$ cat src/rtl/brisc_pkg.sv
// Shared core types: data sizes, store-buffer entry layout and default depth.
package brisc_pkg;
  localparam int XLEN            = 32;
  localparam int ADDRESS_WIDTH   = 32;
  localparam int STB_NUM_ENTRIES = 4;

  typedef enum logic {
    SIZE_B = 1'b0,
    SIZE_W = 1'b1
  } data_size_e;

  typedef struct packed {
    logic                     valid;
    logic [ADDRESS_WIDTH-1:0] addr;
    logic [XLEN-1:0]          data;
    data_size_e               size;
  } stb_entry_t;

  function automatic logic [7:0] sel_byte(input logic [XLEN-1:0] w, input logic [1:0] off);
    return w[8*off +: 8];
  endfunction
endpackage

$ cat src/rtl/stb_fwd_match.sv
// Store-to-load forwarding lookup: youngest valid match wins.
// STB_FORWARD_EN enables data forwarding; otherwise any word match stalls.
module stb_fwd_match
  import brisc_pkg::*;
#(
  parameter int NUM_ENTRIES = STB_NUM_ENTRIES,
  parameter int ADDR_W      = ADDRESS_WIDTH
)(
  input  stb_entry_t [NUM_ENTRIES-1:0] entries,
  input  logic [$clog2(NUM_ENTRIES)-1:0] head,
  input  logic              ld_req,
  input  logic [ADDR_W-1:0] ld_addr,
  input  data_size_e        ld_size,
  output logic              fwd_hit,
  output logic [XLEN-1:0]   fwd_data,
  output logic              ld_stall
);
  localparam int IDX_W = $clog2(NUM_ENTRIES);

  logic [NUM_ENTRIES-1:0]           hit_v, stall_v;
  logic [NUM_ENTRIES-1:0][XLEN-1:0] data_v;

  for (genvar i = 0; i < NUM_ENTRIES; i++) begin : g_ent
    logic word_m;
    assign word_m = entries[i].valid && (entries[i].addr[ADDR_W-1:2] == ld_addr[ADDR_W-1:2]);
`ifdef STB_FORWARD_EN
    logic byte_m;
    assign byte_m = word_m && (entries[i].addr[1:0] == ld_addr[1:0]);
    // A byte store only partially covers a word load, so that case must stall.
    assign hit_v[i]   = (entries[i].size == SIZE_W) ? word_m : ((ld_size == SIZE_B) && byte_m);
    assign stall_v[i] = (entries[i].size == SIZE_B) && (ld_size == SIZE_W) && word_m;
    assign data_v[i]  = (entries[i].size == SIZE_B) ? XLEN'(entries[i].data[7:0]) :
                        (ld_size == SIZE_W)         ? entries[i].data :
                                                      XLEN'(sel_byte(entries[i].data, ld_addr[1:0]));
`else
    assign hit_v[i]   = 1'b0;
    assign stall_v[i] = word_m;
    assign data_v[i]  = '0;
`endif
  end

`ifndef STB_FORWARD_EN
  logic unused_fwd;
  assign unused_fwd = ^{ld_size, ld_addr[1:0], entries};
`endif

  // Walk oldest to youngest from head; the last match seen is the youngest.
  logic [IDX_W-1:0] idx;
  always_comb begin
    fwd_hit  = 1'b0;
    ld_stall = 1'b0;
    fwd_data = '0;
    idx      = '0;
    for (int i = 0; i < NUM_ENTRIES; i++) begin
      idx = head + IDX_W'(i);
      if (hit_v[idx] || stall_v[idx]) begin
        fwd_hit  = hit_v[idx];
        ld_stall = stall_v[idx];
        fwd_data = hit_v[idx] ? data_v[idx] : '0;
      end
    end
    if (!ld_req) begin
      fwd_hit  = 1'b0;
      ld_stall = 1'b0;
      fwd_data = '0;
    end
  end
endmodule

$ cat src/rtl/store_buffer.sv
// Committed-store FIFO draining to the data cache, with load lookup.
// Optional macro STB_FORWARD_EN turns on store-to-load data forwarding.
module store_buffer
  import brisc_pkg::*;
#(
  parameter int NUM_ENTRIES = STB_NUM_ENTRIES,
  parameter int ADDR_W      = ADDRESS_WIDTH
)(
  input  logic              clk,
  input  logic              reset,
  input  logic              push,
  input  logic [ADDR_W-1:0] push_addr,
  input  logic [XLEN-1:0]   push_data,
  input  data_size_e        push_size,
  output logic              full,
  output logic              empty,
  input  logic              ld_req,
  input  logic [ADDR_W-1:0] ld_addr,
  input  data_size_e        ld_size,
  output logic              fwd_hit,
  output logic [XLEN-1:0]   fwd_data,
  output logic              ld_stall,
  output logic              cache_write,
  output logic [ADDR_W-1:0] write_addr,
  output logic [XLEN-1:0]   write_data,
  output data_size_e        data_size,
  input  logic              cache_miss,
  input  logic              fill,
  input  logic              flush,
  output logic              flush_done
);
  localparam int PW = $clog2(NUM_ENTRIES);

  localparam logic [1:0] S_IDLE      = 2'd0;
  localparam logic [1:0] S_WRITE     = 2'd1;
  localparam logic [1:0] S_MISS_WAIT = 2'd2;

  logic [PW:0]                   head_q, head_d, tail_q, tail_d;
  stb_entry_t [NUM_ENTRIES-1:0]  mem_q, mem_d;
  logic [1:0]                    state_q, state_d;
  logic                          flush_pend_q, flush_pend_d;

  logic ptr_empty, ptr_full, push_ok, pop;

  assign ptr_empty = (head_q == tail_q);
  assign ptr_full  = (head_q[PW-1:0] == tail_q[PW-1:0]) && (head_q[PW] != tail_q[PW]);

  assign empty      = ptr_empty;
  assign full       = ptr_full | flush | flush_pend_q;
  assign flush_done = flush_pend_q & ptr_empty;

  assign push_ok     = push & ~full;
  assign cache_write = (state_q == S_WRITE) & ~ld_req & ~ptr_empty;
  assign pop         = cache_write & ~cache_miss;

  assign write_addr = mem_q[head_q[PW-1:0]].addr[ADDR_W-1:0];
  assign write_data = mem_q[head_q[PW-1:0]].data;
  assign data_size  = mem_q[head_q[PW-1:0]].size;

  always_comb begin
    mem_d  = mem_q;
    head_d = head_q;
    tail_d = tail_q;
    if (pop) begin
      mem_d[head_q[PW-1:0]].valid = 1'b0;
      head_d = head_q + 1'b1;
    end
    if (push_ok) begin
      mem_d[tail_q[PW-1:0]] = '{valid: 1'b1, addr: ADDRESS_WIDTH'(push_addr),
                                data: push_data, size: push_size};
      tail_d = tail_q + 1'b1;
    end
  end

  always_comb begin
    state_d = state_q;
    case (state_q)
      S_IDLE:      if (!ptr_empty && !ld_req) state_d = S_WRITE;
      S_WRITE: begin
        if (ptr_empty)       state_d = S_IDLE;
        else if (ld_req)     state_d = S_WRITE;
        else if (cache_miss) state_d = S_MISS_WAIT;
        else if (head_d == tail_d) state_d = S_IDLE;
      end
      S_MISS_WAIT: if (fill) state_d = S_WRITE;
      default:     state_d = S_IDLE;
    endcase
  end

  // Flush request is remembered until the buffer drains; done pulses once.
  always_comb begin
    flush_pend_d = flush_pend_q ? ~ptr_empty : flush;
  end

  always_ff @(posedge clk) begin
    if (reset) begin
      head_q       <= '0;
      tail_q       <= '0;
      mem_q        <= '0;
      state_q      <= S_IDLE;
      flush_pend_q <= 1'b0;
    end else begin
      head_q       <= head_d;
      tail_q       <= tail_d;
      mem_q        <= mem_d;
      state_q      <= state_d;
      flush_pend_q <= flush_pend_d;
    end
  end

  stb_fwd_match #(.NUM_ENTRIES(NUM_ENTRIES), .ADDR_W(ADDR_W)) u_fwd (
    .entries  (mem_q),
    .head     (head_q[PW-1:0]),
    .ld_req   (ld_req),
    .ld_addr  (ld_addr),
    .ld_size  (ld_size),
    .fwd_hit  (fwd_hit),
    .fwd_data (fwd_data),
    .ld_stall (ld_stall)
  );
endmodule

$ cat config.mk
export PLATFORM = sky130hd
export DESIGN_NAME = store_buffer
export DESIGN_NICKNAME = d
export VERILOG_FILES = /design/src/rtl/brisc_pkg.sv /design/src/rtl/stb_fwd_match.sv /design/src/rtl/store_buffer.sv
export SDC_FILE = /design/constraint.sdc
export NUM_CORES = 1
export LEC_CHECK = 0
export ABC_AREA = 1
export CORE_MARGIN = 5
export CORE_UTILIZATION = 40
export DETAILED_ROUTE_END_ITERATION = 8
export PLACE_DENSITY = 0.65
export REMOVE_ABC_BUFFERS = 1
export SLEW_MARGIN = 20
export SYNTH_ARGS = -nofsm -noshare
export SYNTH_HDL_FRONTEND = slang
export SYNTH_HIERARCHICAL = 1
export SYNTH_SLANG_ARGS = --single-unit
$ cat constraint.sdc
create_clock -name clk -period 4.6 [get_ports clk]
set_clock_uncertainty 0.15 [all_clocks]
set_input_delay 0.92 -clock clk [delete_from_list [all_inputs] [get_ports clk]]
set_output_delay 0.92 -clock clk [all_outputs]
set_load 0.03 [all_outputs]
Word level (Yosys, flattened, before mapping)
Cells that the tools add are included.
{"block": "word_totals", "regBits": 273, "input_bits": 105, "out_inout_bits": 103, "word_cells": 135}
{"block": "op_classes", "addsub": 5, "n_lt_le_gt_ge": 7, "eq_ne": 13, "mux": 63, "n_bitwise": 11, "reduce_logical": 16}
{"cell": "bitwise mux 264 bit", "n": 2}
{"cell": "two-way mux 264 bit", "n": 2}
{"cell": "two-way mux 32 bit", "n": 13}
{"cell": "demux 66 bit (select 2 bit)", "n": 2}
{"cell": "binary-select mux 32 bit (select 2 bit)", "n": 4}
{"cell": "binary-select mux 66 bit (select 2 bit)", "n": 1}
{"cell": "two-way mux 66 bit", "n": 2}
{"cell": "equality test 30 bit", "n": 4}
{"cell": "two-way mux 65 bit", "n": 1}
{"cell": "two-way mux 1 bit", "n": 19}
{"cell": "binary-select mux 1 bit (select 2 bit)", "n": 8}
{"cell": "less-than comparator 2 x 3 -> 1 bit (second input constant)", "n": 5}
{"cell": "two-way mux 2 bit", "n": 6}
{"cell": "logical AND 1 bit", "n": 8}
{"cell": "adder 3 x 1 -> 3 bit (second input constant)", "n": 2}
{"cell": "equality test 3 bit", "n": 2}
{"cell": "two-way mux 3 bit", "n": 2}
{"cell": "one-hot mux 2 bit (3 select lines)", "n": 1}
{"cell": "AND 1 bit", "n": 5}
{"cell": "!= test 5 x 4 -> 1 bit (second input constant)", "n": 1}
{"cell": "adder 2 bit (second input constant)", "n": 2}
{"cell": ">= comparator 2 x 1 -> 1 bit (second input constant)", "n": 2}
{"cell": "logical OR 1 bit", "n": 4}
{"cell": "!= test 2 bit (second input constant)", "n": 2}
{"cell": "other kinds (10)", "n": 15}

Logic depth before layout (Yosys ltp)
{"block": "depth", "ltp_word": 13, "ltp_mapped": 16, "mapped_depth_nobuf": 15}

Hierarchy
The synthesis kept the hierarchy.
{"module": "store_buffer", "n_inst": 1, "cells_per_inst": 1660, "area_per_inst_um2": 12111.6, "seq_area_each_um2": 5465.2}
{"module": "stb_fwd_match", "n_inst": 1, "cells_per_inst": 521, "area_per_inst_um2": 2427.3, "seq_area_each_um2": 0.0}

Worst setup path after synthesis
Ideal clock, no wire load.
{"block": "synth_timing", "kind": "input to output", "startpoint": "in ld_addr[28]", "endpoint": "out ld_stall", "t_arrival_ns": 2.012, "t_required_ns": 3.530, "path_slack_ns": 1.518, "cell_stages": 10, "n_path_buf": 1, "cell_sequence": "buf_2 > xnor2_1 > nand2_1 > nor2_1 > nand2_1 > nor2_1 > nand2_1 > nand2_1 > nor2_1 > nor2_1"}
{"block": "synth_via", "elab_chain_len": 10, "elab_cells_between_ends": 25, "cone_classes": "eq/ne: 4; mux: 13; reduce/logical: 8"}
{"item": "start, declared", "line": "store_buffer.sv:18", "rtl": "input logic [ADDR_W-1:0] ld_addr,"}
{"item": "equality test 30 bit", "line": "stb_fwd_match.sv:25", "rtl": "assign word_m = entries[i].valid && (entries[i].addr[ADDR_W-1:2] == ld_addr[ADDR_W-1:2]);"}
{"item": "logical AND 1 bit", "line": "stb_fwd_match.sv:25"}
{"item": "binary-select mux 1 bit (select 2 bit)", "line": "stb_fwd_match.sv:56, stb_fwd_match.sv:58"}
{"item": "two-way mux 1 bit (not written as such)", "line": "stb_fwd_match.sv:56, stb_fwd_match.sv:58"}
{"item": "logical OR 1 bit", "line": "stb_fwd_match.sv:56", "rtl": "if (hit_v[idx] || stall_v[idx]) begin"}
{"item": "two-way mux 1 bit (3 in series)", "line": "stb_fwd_match.sv:56"}
{"item": "two-way mux 1 bit *", "line": "stb_fwd_match.sv:56"}
{"item": "two-way mux 1 bit *", "line": "stb_fwd_match.sv:62", "rtl": "if (!ld_req) begin"}
{"item": "end, declared", "line": "store_buffer.sv:22", "rtl": "output logic ld_stall,"}
Every way passes the cells marked *; elsewhere a longest branch is shown, timed or not. The select of a mux whose other input is x is not followed.

Worst setup path in the final report
{"block": "layout_timing", "startpoint": "in ld_addr[30]", "endpoint": "out ld_stall"}
Same word-level chain as after synthesis.

==> flow_summary.yaml <==
sta:
  period_needed_ns: 4.388
  hold_viol_final: 0
  max_slew.worst_pin.slew_ns: 1.023
  hold_slack_ns: 0.3082
  fmax_mhz: 227.9
  setup_violations: 0
  relSlewSlack_pct: 31.79
  rsz0062_at_grt: "no"
  setup_tns_ns: 0
  min_period_over_period_pct: 95.40
  slew_viol_final: 0
floorplanning:
  fp.dieArea_um2: 40260
  initial_core_util_pct: 40.68
  core-area_um2: 35740
  ios: 208
  rows: 69
  fp.dieW_um: 200.7
  fp.dieH_um: 200.7
worst_setup_path:
  criticalPathCategory: "input pin to output port"
  reg2reg_setup_slack_ns: 1.33
  cp_max_fo: 4
  crit_arrival_ns: 3.32
  crit_required_ns: 3.53
  crit_slowest_cell: "clkdlybuf4s50_1"
  crit_chain: "clkdlybuf4s50_1 -> xnor2_1 -> nand2_1 -> nor2_1 -> nand2_1 -> nor2_1 -> nand2_1 -> nand2_1 -> nor2_1 -> nor2_1 -> clkdlybuf4s50_1"
  cp-start-kind: "input pin"
  crit_path_max_incr_delay_ns: 0.72
  crit_path_end_kind: "output port"
synth:
  synth_ff_type: "dfxtp_1"
  async_reset_ff_share_pct: 0
  ys_types: 36
  syn_area_um2: 14540
  syn_inst: 2181
  seq_area_frac_synth_pct: 37.59
  yosys_warnings: 6
  synth_edf_count: 0
  syn_area_per_cell_um2: 6.666
  ys_ff_latch: 273
route:
  drtIter0Drc: 1405
  wl_per_cell_um: 18.59
  viasPerCell: 5.477
  first_pass_iters: 6
  drc: 0
  vias: 14960
  ant_nets: 0
  wl_mm: 50.78
cells_and_area:
  area_growth_syn_to_layout_pct: 18.26
  fin_nets: 2355
  stdcell_area_um2: 17190
  drive_above_1_share_pct: 5.955
  instances_no_fill: 2731
power_and_ir_drop:
  peakVddDrop_v: 0.0003745
  p_clk_share_pct: 44.4
  switching_share_pct: 28.56
  p_int_w: 0.004441
  power.net_switching_w: 0.001775
  pwr-share-comb_pct: 16.0
  p_total_w: 0.006216
  leakagePower_nw: 6.197
  power_density_nw_per_um2: 361.5
  pwr-share-seq_pct: 39.6
cts:
  cts.sinks: 273
  clockRootBuffer: "clkbuf_16"
  clk_pin_slew_ns: 0.06
  cts_made_buffers: 31
  cts_tree: "done"
  insertion_delay_ns: 0.57
  post_cts_resized: 0
  htree_levels: 1
  clk_path_buf_depth: 3
  post-cts-setup-buffer-count: 0
  cts_hold_buffers: 0
grt:
  first_global_vias: 14140
  grt_max_degree: 185
  antenna_found_initial: 7
  grt-ovfl-total: 0
  track_usage_pct: 23.66
  grt_pass1_wl_mm: 78.65
run_status:
  outcome: "complete, no violations"
placed_design:
  gp_congestion: 0.9083
  hpwl_mm: 30.14
  placed_cells: 2670
  io_buffers: 171
  postPlaceCellArea_um2: 16040
job:
  maxCapViolations: 0
hold_path:
  min_path_type: "register to register"
-- routing by layer --
metal | vias up | share of wire (%) | global-route usage [%]
met2 | 629 | 46 | 38.80
met5 | - | 0.14 | 0
met4 | 8 | 3.0 | 7.842
li1 | 7208 | - | -
met3 | 113 | 8.4 | 4.750
met1 | 7001 | 42 | 31.34
-- worst max-delay path, delay by kind of cell --
family	cells	cell delay, ns
AND/OR/NAND/NOR	8	0.74
XOR/XNOR	1	0.35
buffers and inverters	2	1.30
-- cell usage in the layout (no fill, tap or decap), drive strengths merged, types with 2 or more instances in the layout --
cell type	instances
nand4	24
bufinv	7
inv	142
xnor2	45
buf	24
dfxtp	273
clkinvlp	5
nand2	550
nor3	2
ha	8
o21ai	136
o22ai	65
nor2	188
a21oi	265
clkdlybuf4s50	170
diode	3
conb	33
xor2	4
clkbuf	38
nand3	269
clkinv	15
-- per-stage QoR --
stage	setup slack [ns]	utilization, %
floorplan	-3.502	-
global placement	0.2571	44.89
detailed placement	0.3037	44.89
CTS	0.2934	48.09
global route	0.03220	48.11
finish	0.2118	48.11
-- area by class of cell --
| class | instances | area, µm² |
|---|---|---|
| Antenna cell | 3 | 7.507 |
| Clock buffer | 37 | 838.3 |
| Clock inverter | 21 | 304.0 |
| Fill cell | 3612 | 18550 |
| Inverter | 148 | 563.0 |
| Multi-Input combinational cell | 1593 | 7463 |
| Sequential cell | 273 | 5470 |
| Tap cell | 461 | 576.8 |
| Timing Repair Buffer | 195 | 1971 |
-- Yosys cell counts, drive strengths merged (2+ instances only) --
| master | number | share of area, % |
|---|---|---|
| nand2 | 550 | 14 |
| xnor2 | 45 | 2.8 |
| clkbuf | 99 | 2.6 |
| nand3 | 269 | 9.5 |
| nand4 | 24 | 1.1 |
| dfxtp | 273 | 38 |
| buf | 100 | 5.6 |
| o22ai | 65 | 2.8 |
| a21oi | 265 | 9.1 |
| xor2 | 4 | 0.24 |
| nor3 | 2 | 0.10 |
| nor2 | 188 | 4.9 |
| clkinv | 7 | 0.18 |
| o21ai | 136 | 4.7 |
| ha | 8 | 0.69 |
| inv | 141 | 3.7 |
-- power groups by stage --
stage / Sequential [W] / Clock, W / Combinational [W]
final: 0.00246 / 0.00276 / 0.000995
after global routing: 0.00247 / 0.00289 / 0.00107
after CTS: 0.00246 / 0.00280 / 0.000989
after detailed placement: 0.00251 / 0 / 0.000983
after global placement: 0.00251 / 0 / 0.000977
after floorplan: 0.00251 / 0 / 0.000513
-- cells by family after synthesis --
logic type	count (synthesis)	share of synthesized area, %
compound gates	469	16.75
xor+xnor	49	3.003
fa+ha+maj	8	0.6885
buf+inv	347	12.01
flops	273	37.59
other cells	1	0.02579
simple gates	1034	29.94
-- sequential cells by signal, summed over array words and instances, names as in the netlist --
register / count
mem_q: 264
state_q: 2
flush_pend_q: 1
tail_q: 3
head_q: 3
-- path summary, 6_finish.rpt --
path                                   from         end  cells past startpoint
worst min-delay path             mem_q[136]  mem_q[136]                      2
worst max register to register    head_q[0]  mem_q[241]                     11
worst max-delay path            ld_addr[30]    ld_stall                     11
worst min register to register   mem_q[136]  mem_q[136]                      2
Note: power is estimated with default switching activity, not from simulation.
